### src/rtl/fetch_unit_pkg.sv
// Shared types and constants for the fetch unit: FSM state encoding and the
// NOP word presented to the decoder outside EXEC.
package fetch_unit_pkg;

  typedef enum logic [1:0] {
    ST_IDLE  = 2'd0,
    ST_FETCH = 2'd1,
    ST_EXEC  = 2'd2
  } state_e;

  localparam logic [15:0] NOP_INSTR = 16'h0000;

endpackage

### src/rtl/fetch_unit_pc_next_calc.sv
// Next-PC selection for the fetch unit: increment, absolute load or
// relative (two's-complement offset) load, all modulo 2^PC_WIDTH.
module pc_next_calc #(
  parameter int PC_WIDTH = 8
) (
  input  logic [PC_WIDTH-1:0] pc_i,
  input  logic                load_i,
  input  logic                rel_i,
  input  logic [PC_WIDTH-1:0] literal_i,
  output logic [PC_WIDTH-1:0] pc_next_o
);

  // Offset and PC share a width, so a plain modular add equals adding the
  // sign-extended offset and wraps correctly in both directions.
  always_comb begin
    pc_next_o = pc_i + PC_WIDTH'(1);
    if (load_i) begin
      pc_next_o = rel_i ? (pc_i + literal_i) : literal_i;
    end
  end

endmodule

### src/rtl/fetch_unit.sv
// Instruction fetch unit: IDLE/FETCH/EXEC sequencer with PC update at EXEC exit.
// Optional macro FETCH_INSTR_COUNT_EN adds a 16-bit EXEC-cycle counter output.
module fetch_unit
  import fetch_unit_pkg::*;
#(
  parameter int PC_WIDTH          = 8,
  parameter int PROGRAM_DataWidth = 16
) (
  input  logic                         clk,
  input  logic                         rst_n,
  input  logic                         stall,
  input  logic                         cnt_wr_en,
  input  logic                         add_offset,
  input  logic [PC_WIDTH-1:0]          literal_adr,
  output logic                         imem_req,
  output logic [PC_WIDTH-1:0]          imem_addr,
  input  logic                         imem_ack,
  input  logic [PROGRAM_DataWidth-1:0] imem_data,
  output logic [PROGRAM_DataWidth-1:0] instruction,
  output logic                         instr_valid,
`ifdef FETCH_INSTR_COUNT_EN
  output logic [15:0]                  instr_count,
`endif
  output logic [PC_WIDTH-1:0]          pc
);

  state_e                         state_q, state_d;
  logic [PC_WIDTH-1:0]            pc_q, pc_d, pc_next;
  logic [PROGRAM_DataWidth-1:0]   instr_q, instr_d;

  pc_next_calc #(
    .PC_WIDTH (PC_WIDTH)
  ) u_pc_next_calc (
    .pc_i      (pc_q),
    .load_i    (cnt_wr_en),
    .rel_i     (add_offset),
    .literal_i (literal_adr),
    .pc_next_o (pc_next)
  );

  always_ff @(posedge clk or negedge rst_n) begin
    if (!rst_n) begin
      state_q <= ST_IDLE;
    end else begin
      state_q <= state_d;
    end
  end

  always_comb begin
    state_d = state_q;
    case (state_q)
      ST_IDLE:  if (!stall) state_d = ST_FETCH;
      ST_FETCH: if (imem_ack) state_d = ST_EXEC;
      ST_EXEC:  state_d = stall ? ST_IDLE : ST_FETCH;
      default:  state_d = ST_IDLE;
    endcase
  end

  // Outputs are pure functions of state so reset drops them without a clock.
  always_comb begin
    imem_req    = (state_q == ST_FETCH);
    instr_valid = (state_q == ST_EXEC);
    instruction = (state_q == ST_EXEC) ? instr_q : PROGRAM_DataWidth'(NOP_INSTR);
  end

  // Decoder load inputs and memory ack are only honoured in their own state.
  always_comb begin
    pc_d    = (state_q == ST_EXEC) ? pc_next : pc_q;
    instr_d = (state_q == ST_FETCH && imem_ack) ? imem_data : instr_q;
  end

  always_ff @(posedge clk or negedge rst_n) begin
    if (!rst_n) begin
      pc_q    <= '0;
      instr_q <= '0;
    end else begin
      pc_q    <= pc_d;
      instr_q <= instr_d;
    end
  end

  assign pc        = pc_q;
  assign imem_addr = pc_q;

`ifdef FETCH_INSTR_COUNT_EN
  logic [15:0] count_q, count_d;

  always_comb begin
    count_d = (state_q == ST_EXEC) ? count_q + 16'd1 : count_q;
  end

  always_ff @(posedge clk or negedge rst_n) begin
    if (!rst_n) begin
      count_q <= '0;
    end else begin
      count_q <= count_d;
    end
  end

  assign instr_count = count_q;
`endif

endmodule

### config.mk
export PLATFORM = sky130hd
export DESIGN_NAME = fetch_unit
export DESIGN_NICKNAME = d
export VERILOG_FILES = /design/src/rtl/fetch_unit_pkg.sv /design/src/rtl/fetch_unit_pc_next_calc.sv /design/src/rtl/fetch_unit.sv
export SDC_FILE = /design/constraint.sdc
export NUM_CORES = 1
export LEC_CHECK = 0
export BUFFER_PORTS_ARGS = -buffer_cell sky130_fd_sc_hd__buf_2
export CORE_MARGIN = 3
export CORE_UTILIZATION = 49
export DETAILED_ROUTE_END_ITERATION = 12
export GPL_TIMING_DRIVEN = 0
export HOLD_SLACK_MARGIN = 0.08
export PLACE_DENSITY = 0.79
export SYNTH_ARGS = -nofsm -noshare
export SYNTH_HDL_FRONTEND = slang
export SYNTH_SLANG_ARGS = --single-unit
### constraint.sdc
create_clock -name clk -period 2.68 [get_ports clk]
set_clock_uncertainty 0.15 [all_clocks]
set_input_delay 0.268 -clock clk [delete_from_list [all_inputs] [get_ports clk]]
set_output_delay 0.268 -clock clk [all_outputs]
set_load 0.01 [all_outputs]
==> Yosys cells after proc, flatten, opt, wreduce, memory -nomap -nowiden <==
Index checks and enable logic that the tools add are counted.
Widths: inputs -> output; s select.
{ "op_classes": {"add_sub_neg": 2, "n_eq_ne": 4, "n_mux": 7, "n_reduce_logical": 3} }
{ "ops": {"columns": ["op", "count"], "rows": [
  ["$mux 16", 1],
  ["$mux 8", 2],
  ["$add 8x1->8 const B", 1],
  ["$add 8x8->8", 1],
  ["$pmux 2 s3", 1],
  ["$mux 2", 2],
  ["$eq 2x1->1 const B", 1],
  ["$eq 2x2->1 const B", 1],
  ["$logic_not 2->1", 1],
  ["$ne 2x1->1 const B", 1],
  ["$ne 2x2->1 const B", 1],
  ["$reduce_and 2->1", 1],
  ["$logic_and 1x1->1", 1],
  ["$mux 1", 1]
]} }
{ "totals": {"register_bits": 26, "in_bits": 30, "out_inout_bits": 34, "word_cells": 19} }

==> Depth between registers and ports, before layout <==
{ "depth": {"word_depth": 3, "depth_mapped": 8, "depth_no_buf": 8} }

==> Modules after synthesis <==
A second synthesis with hierarchy kept.
{ "hier_totals": {"cells_unflattened": 160, "area_unflattened_um2": 1796.7} }
{ "modules_own_cells": {"columns": ["mod", "instances", "cells_per_inst", "area_each_um2", "seq_area_each_um2"], "rows": [
  ["fetch_unit", 1, 84, 1213.7, 650.6],
  ["pc_next_calc", 1, 76, 583.1, 0.0]
]} }

==> Worst setup path before layout <==
No wires, ideal clock.
{ "synth_timing": {"path_kind": "reg2reg", "start": "register pc_q[5] (netlist: imem_addr[5])", "end": "register pc_q[7] (netlist: imem_addr[7])", "setup_ns": 0.120, "t_arrival_ns": 2.067, "t_required_ns": 2.410, "path_slack_ns": 0.343, "path_stages_with_launch": 7, "n_path_buf": 0, "synth_period_minus_slack_ns": 2.337, "path_cell_list": "dfrtp_1 > ha_1 > a21o_1 > a31o_1 > o21a_1 > or4_1 > a31o_1"} }
{ "synth_via": {"elab_chain_cells": 3, "word_cells_on_any_way": 4, "cone_classes": "add/sub: 2; mux: 2"} }
{ "synth_rtl": {"columns": ["item", "line_no", "rtl"], "rows": [
  ["start: declaration", "fetch_unit.sv:28", "logic [PC_WIDTH-1:0] pc_q, pc_d, pc_next;"],
  ["start signal: assignment", "fetch_unit.sv:77", "pc_q <= pc_d;"],
  ["$add 8x8->8", "fetch_unit_pc_next_calc.sv:18", "pc_next_o = rel_i ? (pc_i + literal_i) : literal_i;"],
  ["$mux 8", "fetch_unit_pc_next_calc.sv:18", null],
  ["$mux 8 (*)", "fetch_unit_pc_next_calc.sv:17", "if (load_i) begin"]
]} }
Mark *: on every way between the ends. The rest lies on a longest branch, timed or not.
A chain may end at the register's enable or synchronous reset.

==> Worst setup path in the final report <==
Ends and elaborated chain as after synthesis.

==> metrics.yaml <==
dr.pass1.iters: 4
dp_cells: 283
clockRootBuffer: "clkbuf_4"
clkPwrFrac_pct: 14.8
nNetsFinal: 302
antenna_cells: 0
syn_area_mm2: 0.00170
ys_seq_area_share_pct: 38.2
place_congestion: 0.739
comb_power_share_pct: 48.9
post-route-drc-count: 0
drt-initial-drc-count: 77
synthTopCellsByArea: "dfrtp_1 (38%), mux2_2 (12%), and2_1 (6.2%)"
wire_per_inst_um: 14.3
die-height_um: 65.0
async_reset_ff_share_pct: 100
power_mw: 1.84
ys_warn_count: 0
hpwl_um: 2900
ir_worst_vdd_uv: 442
syn_area_per_cell_um2: 9.63
hold_slack_ps: 114
grt_start_max_net_pins: 27
syn_to_final_growth_pct: 35.7
status: "complete, no violations"
hold_viol_final: 0
crit_top_cell: "a31o_1"
path_cells: "ha_1 -> a21o_1 -> a31o_1 -> o21a_1 -> or4_1 -> a31o_1"
p_seq_share_pct: 36.3
numCtsBuffers: 3
cp.required_ps: 2770
antenna_found_initial: 0
synthCells: 177
grt_pass1_wl_um: 7010
rsz0062_at_grt: "no"
vias_per_cell: 5.27
yosysMostFrequentCell: "dfrtp_1"
clock_latency_ps: 330
port_buffers: 62
instances_no_fill: 306
synth_edf_count: 0
wl_um: 4390
cts_sinks: 26
drive_gt1_share_pct: 35.9
p_leak_nw: 1.16
fin_setup_tns_ps: 0
switching_share_pct: 37.4
clk_pin_slew_ps: 140
drv_cap: 0
core-area_mm2: 0.00318
switching_power_uw: 690
setup-violations-final: 0
finalMaxSlewViolations: 0
cpMaxStageDelayCell: "or4_1"
synth_nets: 216
intPower_mw: 1.15
relSlewSlack_pct: 61.0
die_x_um: 65.0
cts_tree: "built"
initial_core_util_pct: 53.6
fin_util_pct: 72.8
gr-total-overflow: 0
critPathLaunchType: "flop"
hp-class: "in -> reg"
yosysTopAreaCell: "dfrtp_1"
period_share_pct: 92.3
grt_pass1_vias: 1601
crit_path_end_kind: "flop"
placement_rows: 20
crit_fanout: 8
synthFlopType: "dfrtp_1"
track_usage_pct: 21.6
netlist.area_leader.share_pct: 38.2
timing.fmax_mhz: 404
layout_min_cycle_time_ps: 2470
p_per_area_mw_per_mm2: 798
synthDistinctLibCells: 41
pin_count: 64
dr_total_vias: 1613
arrival_ps: 2570
ant_nets: 0
path_class: "reg -> reg"
worstMarginPinSlew_ps: 586
htreeDepth: 1
slowest_delay_ps: 510
die_area_mm2: 0.00422
synth-seq-cells: 26
yosys-top-cells-count: "dfrtp_1 (26), mux2_2 (18), and2_1 (17)"
clockBufferDepth: 2
## layout by cell type (no fill, tap or decap), types with 8 or more instances in the layout
cell type	n
and2_1	17
buf_2	62
buf_4	8
clkbuf_1	8
dfrtp_1	26
dlygate4sd3_1	19
ha_1	8
mux2_2	18
nand2_1	10
nor2_1	9
o21ai_0	13
## path summary, 6_finish.rpt
kind,startpoint,to,slack (ps),cells past startpoint
max reg2reg,imem_addr[5],imem_addr[7],210,6
min,literal_adr[7],imem_addr[7],110,3
min reg2reg,instr_q[8],instr_q[8],370,1
min in group asynchronous,rst_n,instr_q[6],290,2
max in group asynchronous,rst_n,imem_addr[0],1710,2
max,imem_addr[5],imem_addr[7],210,6
## cells by family after synthesis
logic type	synth area share [%]
AO/OA/AOI/OAI	16.4
AND/OR/NAND/NOR	16.2
multiplexers	14.2
flip-flops	38.2
XOR/XNOR	1.03
buffers and inverters	6.83
adder cells (fa/ha/maj)	7.05
## layer usage
layer | part of all wire (%) | global-route usage [%]
met2 | 51 | 39.5
met4 | 1.6 | 7.39
met3 | 5.3 | 4.16
met1 | 42 | 24.8
met5 | 0 | 0
## metrics by stage
stage                     setup WS (ps)  area (um^2)
after floorplan                     343         1700
after global placement              276         2070
after detailed placement            226         2070
after CTS                           221         2310
after global routing                116         2310
final                               206         2310
## repair_timing
item,in CTS,in global routing
buffers inserted,0,0
hold buffers,19,0
hold endpoints to repair,43,0
resized for setup,0,0
endpoints found under the setup margin,0,0
## sequential cells by signal (all words and copies together), names as in the netlist
register   cells
instr_q       16
imem_addr      8
state_q        2
## layout make-up
cell class | count | area (um^2)
Multi-Input combinational cell | 128 | 937
Inverter | 7 | 26.3
Tap cell | 44 | 55.1
Fill cell | 252 | 866
Clock inverter | 1 | 30.0
Sequential cell | 26 | 651
Timing Repair Buffer | 81 | 500
Clock buffer | 3 | 22.5
Buffer | 16 | 90.1
## power groups by stage
stage	clock, mW	sequential [mW]	combinational [mW]
final	0.273	0.669	0.902
after global routing	0.286	0.691	1.01
after CTS	0.275	0.662	0.900
after detailed placement	0	0.671	0.873
after global placement	0	0.662	0.852
after floorplan	0	0.659	0.610
## critical path: cells and delay by family, from the launching register on
family          cells  cell delay [ps]
flops               1              500
fa+ha+maj           1              410
simple gates        1              510
compound gates      4              810
No activity file was read; power rests on OpenSTA's default activity.
